**config.mk**
```make
export PLATFORM = sky130hd
export DESIGN_NAME = tetris_line_clear
export DESIGN_NICKNAME = d
export VERILOG_FILES = /design/src/rtl/tetris_line_clear_pkg.sv /design/src/rtl/tetris_line_clear_score_acc.sv /design/src/rtl/tetris_line_clear.sv
export SDC_FILE = /design/constraint.sdc
export NUM_CORES = 1
export LEC_CHECK = 0
export ABC_AREA = 1
export ABC_CLOCK_PERIOD_IN_PS = 3500
export CAP_MARGIN = 20
export CORE_MARGIN = 5
export CORE_UTILIZATION = 52
export CTS_BUF_LIST = sky130_fd_sc_hd__clkbuf_4 sky130_fd_sc_hd__clkbuf_8 sky130_fd_sc_hd__clkbuf_16
export DETAILED_ROUTE_END_ITERATION = 7
export PLACE_DENSITY = 0.85
export REMOVE_ABC_BUFFERS = 1
export SYNTH_ARGS = -nofsm -noshare
export SYNTH_HDL_FRONTEND = slang
export SYNTH_SLANG_ARGS = --single-unit
export TNS_END_PERCENT = 20
```
**constraint.sdc**
```tcl
create_clock -name clk_i -period 3.5 [get_ports clk_i]
set_clock_uncertainty 0.1 [all_clocks]
set_input_delay 0.525 -clock clk_i [delete_from_list [all_inputs] [get_ports clk_i]]
set_output_delay 0.525 -clock clk_i [all_outputs]
set_load 0.01 [all_outputs]
```
**src/rtl/tetris_line_clear_pkg.sv**
```systemverilog
// Shared types and constants for the scene line-clear engine and its score accumulator.
// The score table is only consumed when TETRIS_SCORE_EN is defined.
package tetris_line_clear_pkg;

  localparam int scene_width_c  = 16;
  localparam int scene_height_c = 32;

  typedef enum logic [1:0] {eIdle, eScan, eFill, eDone} line_clear_state_e;

  typedef logic [scene_width_c-1:0] row_t;

  // Points awarded per pass, indexed by min(lines cleared, 4)
  localparam logic [31:0] score_table_c [5] = '{32'd0, 32'd100, 32'd300, 32'd500, 32'd800};

  function automatic logic [31:0] score_points(input int unsigned lines);
    logic [2:0] idx;
    idx = (lines >= 4) ? 3'd4 : 3'(lines);
    return score_table_c[idx];
  endfunction

endpackage

```
**src/rtl/tetris_line_clear_score_acc.sv**
```systemverilog
// Saturating 32-bit score accumulator fed with the line count of each finished pass.
// Only built when TETRIS_SCORE_EN is defined.
`ifdef TETRIS_SCORE_EN
module tetris_line_clear_score_acc
  import tetris_line_clear_pkg::*;
#(
  parameter int cnt_w = 6
) (
  input  logic             clk_i,
  input  logic             reset_i,
  input  logic             add_i,
  input  logic [cnt_w-1:0] cnt_i,
  output logic [31:0]      score_o
);

  logic [31:0] score_q, score_d;
  logic [32:0] sum;

  always_comb begin
    sum     = {1'b0, score_q} + {1'b0, score_points(int'(cnt_i))};
    score_d = score_q;
    if (add_i) begin
      score_d = sum[32] ? 32'hFFFF_FFFF : sum[31:0];
    end
  end

  always_ff @(posedge clk_i) begin
    if (reset_i) begin
      score_q <= '0;
    end else begin
      score_q <= score_d;
    end
  end

  assign score_o = score_q;

endmodule
`endif

```
**src/rtl/tetris_line_clear.sv**
```systemverilog
// Line-clear engine: scans the scene bottom-up, compacts non-full rows downward and zero-fills the top.
// Optional feature macro: TETRIS_SCORE_EN adds score_o and a saturating score accumulator.
module tetris_line_clear
  import tetris_line_clear_pkg::*;
#(
  parameter int scene_width_p  = scene_width_c,
  parameter int scene_height_p = scene_height_c,
  localparam int addr_w = $clog2(scene_height_p),
  localparam int cnt_w  = $clog2(scene_height_p + 1)
) (
  input  logic                     clk_i,
  input  logic                     reset_i,
  input  logic                     v_i,
  output logic                     ready_o,
  output logic [addr_w-1:0]        rd_addr_o,
  input  logic [scene_width_p-1:0] rd_data_i,
  output logic                     wr_en_o,
  output logic [addr_w-1:0]        wr_addr_o,
  output logic [scene_width_p-1:0] wr_data_o,
  output logic                     done_o,
  output logic [cnt_w-1:0]         lines_o
`ifdef TETRIS_SCORE_EN
  ,
  output logic [31:0]              score_o
`endif
);

  localparam logic [addr_w-1:0]        last_row_c = addr_w'(scene_height_p - 1);
  localparam logic signed [addr_w:0]   wp_top_c   = $signed((addr_w+1)'(scene_height_p - 1));
  localparam logic signed [addr_w:0]   wp_one_c   = $signed((addr_w+1)'(1));
  localparam logic [cnt_w-1:0]         height_c   = cnt_w'(scene_height_p);

  line_clear_state_e state_q, state_d;
  logic [addr_w-1:0]        rp_q, rp_d;
  // Write pointer carries a sign bit so an underflow is observable rather than wrapping
  logic signed [addr_w:0]   wp_q, wp_d;
  logic [cnt_w-1:0]         cnt_q, cnt_d;
  logic [cnt_w-1:0]         idx_q, idx_d;
  logic [cnt_w-1:0]         lines_q, lines_d;

  always_comb begin
    state_d   = state_q;
    rp_d      = rp_q;
    wp_d      = wp_q;
    cnt_d     = cnt_q;
    idx_d     = idx_q;
    lines_d   = lines_q;
    ready_o   = 1'b0;
    rd_addr_o = rp_q;
    wr_en_o   = 1'b0;
    wr_addr_o = wp_q[addr_w-1:0];
    wr_data_o = '0;
    done_o    = 1'b0;

    unique case (state_q)
      eIdle: begin
        ready_o   = 1'b1;
        rd_addr_o = last_row_c;
        if (v_i) begin
          rp_d    = last_row_c;
          wp_d    = wp_top_c;
          cnt_d   = '0;
          idx_d   = '0;
          state_d = eScan;
        end
      end
      eScan: begin
        // idx_q==0 has no returned data yet; idx_q==H only drains the row-0 result
        if (rp_q != '0) rp_d = rp_q - addr_w'(1);
        idx_d = idx_q + cnt_w'(1);
        if (idx_q != '0) begin
          if (&rd_data_i) begin
            cnt_d = cnt_q + cnt_w'(1);
          end else begin
            wr_en_o   = 1'b1;
            wr_data_o = rd_data_i;
            wp_d      = wp_q - wp_one_c;
          end
        end
        if (idx_q == height_c) begin
          state_d = (cnt_d != '0) ? eFill : eDone;
        end
      end
      eFill: begin
        wr_en_o = 1'b1;
        wp_d    = wp_q - wp_one_c;
        if (wp_q == '0) state_d = eDone;
      end
      eDone: begin
        done_o  = 1'b1;
        lines_d = cnt_q;
        rp_d    = last_row_c;
        state_d = eIdle;
      end
      default: state_d = eIdle;
    endcase
  end

  always_ff @(posedge clk_i) begin
    if (reset_i) begin
      state_q <= eIdle;
      rp_q    <= last_row_c;
      wp_q    <= wp_top_c;
      cnt_q   <= '0;
      idx_q   <= '0;
      lines_q <= '0;
    end else begin
      state_q <= state_d;
      rp_q    <= rp_d;
      wp_q    <= wp_d;
      cnt_q   <= cnt_d;
      idx_q   <= idx_d;
      lines_q <= lines_d;
    end
  end

  assign lines_o = lines_q;

  wp_no_wrap_a: assert property (@(posedge clk_i) disable iff (reset_i) wr_en_o |-> (wp_q >= 0));

`ifdef TETRIS_SCORE_EN
  tetris_line_clear_score_acc #(
    .cnt_w (cnt_w)
  ) u_score (
    .clk_i   (clk_i),
    .reset_i (reset_i),
    .add_i   (state_q == eDone),
    .cnt_i   (cnt_q),
    .score_o (score_o)
  );
`endif

endmodule

```
Word level (Yosys, flattened, before mapping)

Cells that the tools add are included.

Divide/modulo/power cells: 0
Bitwise logic cells: 0
Shift operators: 0
Add/sub/neg operators: 4
Multiply operators: 0
$lt $le $gt $ge: 0
Eq/ne operators: 10
Multiplexer cells: 27
Reduce and logical (&&, ||, !) cells: 13

Operators with widths:

| operator              | number |
|---|---|
| $mux W16              | 3 |
| $mux W6               | 7 |
| $pmux W6 S2           | 2 |
| $pmux W6 S3           | 1 |
| $reduce_and A16 Y1    | 1 |
| $mux W5               | 3 |
| $pmux W5 S3           | 1 |
| $add A6 B1 Y6 const B | 2 |
| $ne A2 B2 Y1 const B  | 6 |
| $reduce_bool A6 Y1    | 2 |
| $pmux W2 S4           | 1 |
| $eq A6 B6 Y1 const B  | 1 |
| $logic_not A6 Y1      | 1 |
| $mux W2               | 3 |
| $reduce_and A3 Y1     | 2 |
| $reduce_bool A3 Y1    | 2 |
| $sub A6 B2 Y6 const B | 1 |
| $mux W1               | 5 |
| $reduce_bool A5 Y1    | 1 |
| $sub A5 B1 Y5 const B | 1 |
| $eq A2 B2 Y1 const B  | 2 |
| $reduce_and A4 Y1     | 1 |
| $eq A2 B1 Y1 const B  | 1 |
| $logic_not A2 Y1      | 1 |
| 3 further kinds       | 3 |

Memory bits (writable): 0
Memory bits (read-only): 0
Latch bits: 0
Bits of input ports: 19
Memories: 0
Flip-flop bits (word level): 31

Depth between registers and ports, before layout

Depth after elaboration: 8
Mapped depth: 11

Worst setup path after synthesis

No wires, ideal clock.

Kind: register to output
From: reg idx_q[0]
To: out wr_data_o[10]
Buffers on the path: 1
Slack: 1.435 ns
Stages on the path, launching flop included: 9
Data required time: 2.875 ns
Arrival: 1.440 ns
Path through: dfxtp_1 > inv_1 > ha_1 > nand4_4 > inv_2 > nor2_2 > nand2_1 > buf_2 > nor2_1

Longest elaborated chain between the ends: 3

Ends and longest elaborated chain:

| item                   | line                     | text |
|---|---|---|
| from (decl)            | tetris_line_clear.sv:38  | `logic [cnt_w-1:0] idx_q, idx_d;` |
| from (signal assigned) | tetris_line_clear.sv:112 | `idx_q <= idx_d;` |
| $reduce_bool A6 Y1     | tetris_line_clear.sv:71  | `if (idx_q != '0) begin` |
| $mux W16               | tetris_line_clear.sv:71  |  |
| $mux W16               | tetris_line_clear.sv:55  | `unique case (state_q)` |
| to (decl)              | tetris_line_clear.sv:19  | `output logic [scene_width_p-1:0] wr_data_o,` |

Every way passes these cells.

Worst setup path after layout

From: in rd_data_i[1]
To: out wr_data_o[3]

Longest elaborated chain between the ends: 4

Ends and longest elaborated chain:

| item               | line                    | text |
|---|---|---|
| from (decl)        | tetris_line_clear.sv:16 | `input logic [scene_width_p-1:0] rd_data_i,` |
| $reduce_and A16 Y1 | tetris_line_clear.sv:72 | `if (&rd_data_i) begin` |
| $mux W16           | tetris_line_clear.sv:72 |  |
| $mux W16           | tetris_line_clear.sv:71 |  |
| $mux W16           | tetris_line_clear.sv:55 |  |

Every way passes these cells.

==> summary.md <==
| Metric | Value |
|---|---|
| Pre-CTS setup slack | `0.497 ns` |
| DRC Markers | `0` |
| CTS Hold Bufs | `0` |
| Die area | `5140 sq um` |
| Crit path kind | `primary input to output pin` |
| H-tree Lvls | `2` |
| ANT nets after route | `0` |
| Die X-Extent | `71.7 um` |
| DRT iter0 DRCs | `137` |
| Setup violations, final | `0` |
| Largest net degree at the start of global routing | `17` |
| Drt wl/cell | `12.1 um` |
| Pins over their slew limit | `0` |
| Routability Congestion | `0.859` |
| Critical path capture point type | `output pin` |
| Max_cap viols | `0` |
| Fin crit period | `2.98 ns` |
| Skew-Pair Late Insertion Delay | `0.29 ns` |
| Antenna violations before repair | `0` |
| Fin nets | `374` |
| Placement Rows | `22` |
| Root Buffer | `clkbuf_8` |
| Input/output buffers | `53` |
| Die Span Y | `71.7 um` |
| Worst Tran Pin Value | `0.541 ns` |
| Synth Cell Area | `1980 sq um` |
| Area share of the largest cell type after synthesis | `0.313` |
| Maximum vdd drop | `0.000399 V` |
| CTS Buf Count | `5` |
| Placed insts | `384` |
| Post-synth top flop | `dfxtp_1` |
| Share of cells above drive strength 1 | `0.0930` |
| Vias in the first global route | `1,843` |
| TritonCTS clock tree | `done` |
| Status | `finished clean` |
| Synth area leaders | `dfxtp_1 31%, nand2_1 11%, inv_1 8.7%` |
| RSZ-0062 raised after global routing | `false` |
| Initial Utilization | `0.537` |
| Placed wire-length estimate | `3.64 mm` |
| Post-synthesis cell count | `293` |
| Routed vias/inst | `5.08` |
| CTS clock-pin slew for the worst setup and hold paths | `0.07 ns` |
| First-pass GRT wire length | `7.88 mm` |
| Area post-placement | `2510 sq um` |
| Router iterations before antenna repair | `4` |
| Worst setup SP type | `primary input` |
| Fin crit share | `0.852` |
| Drt total wl | `4.73 mm` |
| Commonest non-fill, non-tap cell in the layout | `nand2_1` |
| Most frequent cells in the layout | `59 x nand2_1, 53 x clkdlybuf4s50_1, 46 x inv_1` |
| Synth area leader | `dfxtp_1` |
| Cell Count, Final, Fillers Out | `392` |
| Sink Count | `31` |
| Vias | `1,991` |
| Data required, critical path | `2.87 ns` |
| Final hold violations | `0` |
| Clk buf depth | `2` |
| Io pins | `54` |
| Critical Path Fanout Max | `16` |
| Remaining Overflow, GRT | `0` |
| Design area | `2630 sq um` |
| Synth Register Bits | `31` |
| Core box area | `3690 sq um` |
| Pleak | `1.18 nW` |
| Fin Setup TNS | `0 ns` |
| Number of gates resized after CTS | `0` |
| Unique cell type count in the Yosys netlist | `36` |
| Syn-to-layout area delta | `32.6%` |
| Fin util | `0.712` |
| Ys async rst share | `0` |
| Yosys warns | `0` |
| Worst slew margin | `0.638` |
| Final WS setup | `0.518 ns` |
| Worst hold path class | `flop to flop` |
| Avg Inst Size Synth | `6.76 sq um` |
| Antenna Cells | `0` |
| Register area share after synthesis | `0.313` |
| Tot GR Track Use | `0.188` |
| Crit path arrival time | `2.36 ns` |
| Post-synth EDFFs | `0` |
| Pwr/cell area | `555 nW/um^2` |
| Setup bufs post-CTS | `0` |
| Max Fclk | `0.335 GHz` |
[sequential cells by signal (all words and copies together) (netlist names)]
register  flops
wp_q          6
state_q       2
rp_q          5
cnt_q         6
idx_q         6
lines_o       6
[synth_stat cells, types with 2 or more instances]
cell type / number
a21oi_1: 21
a21oi_2: 2
buf_2: 2
buf_4: 5
clkbuf_1: 3
dfxtp_1: 31
ha_1: 12
inv_1: 46
inv_2: 5
nand2_1: 59
nand2_2: 2
nand3_1: 23
nand4_1: 5
nor2_1: 31
nor2_2: 6
nor2_4: 2
nor3_1: 3
o211ai_1: 3
o21ai_0: 13
o21ai_1: 2
xor2_1: 2
[cell type report]
| class | instances | area (sq um) |
|---|---|---|
| flip-flops and latches | 31 | 621 |
| well taps | 48 | 60.1 |
| multi-input cells | 199 | 1090 |
| fillers | 308 | 1060 |
| inverters | 52 | 198 |
| clock buffers | 6 | 82.6 |
| clock inverters | 2 | 35.0 |
| repair buffers | 54 | 538 |
[worst max-delay path, cell delays in order]
cell and delay (ns):
clkdlybuf4s50_1 0.47, nand2_1 0.06, nor2_1 0.15, nand2_1 0.09
nor2_2 0.16, nor2_2 0.06, nand2_1 0.08, buf_4 0.21
nor2_1 0.06, clkdlybuf4s50_1 0.49
[where the power goes]
part	switching (mW)	total, mW	internal (mW)
sequential	0.0425	0.449	0.406
combinational	0.385	0.639	0.254
clock	0.140	0.371	0.230
total	0.568	1.46	0.890
[cells by family after synthesis]
kind of cell               Yosys count  share of synthesized area
DFF                                 31                      0.313
xor gates and xnor gates             3                     0.0133
and+or+nand+nor                    138                      0.327
buffers and inverters               63                      0.135
AOI/OAI and AO/OA                   46                      0.136
adders and majority gates           12                     0.0758
[worst paths after layout]
kind         cells after the start               startpoint                    end  slack [ns]
min reg2reg                      2     rp_q[4]$_SDFFE_PP1P_   rp_q[4]$_SDFFE_PP1P_        0.39
max reg2reg                      7  state_q[0]$_SDFFE_PP0P_  cnt_q[4]$_SDFFE_PP0P_        1.51
min                              2     rp_q[4]$_SDFFE_PP1P_   rp_q[4]$_SDFFE_PP1P_        0.39
max                             10             rd_data_i[1]           wr_data_o[3]        0.52
[per-layer routing]
layer	global-route usage	part of all wire	up-vias	wire length [um]
met4	0.0752	0.014	0	68
met3	0.0435	0.043	8	202
met1	0.230	0.44	910	2100
met2	0.318	0.50	47	2360
li1	-	-	1026	-
met5	0	0	-	0
[metrics by stage]
stage               power (mW)  hold WS, ns
floorplan                0.853        0.347
global placement          1.08        0.362
detailed placement        1.09        0.368
CTS                       1.46        0.385
global route              1.55        0.420
finish                    1.46        0.386
(Power assumes the default switching activity.)
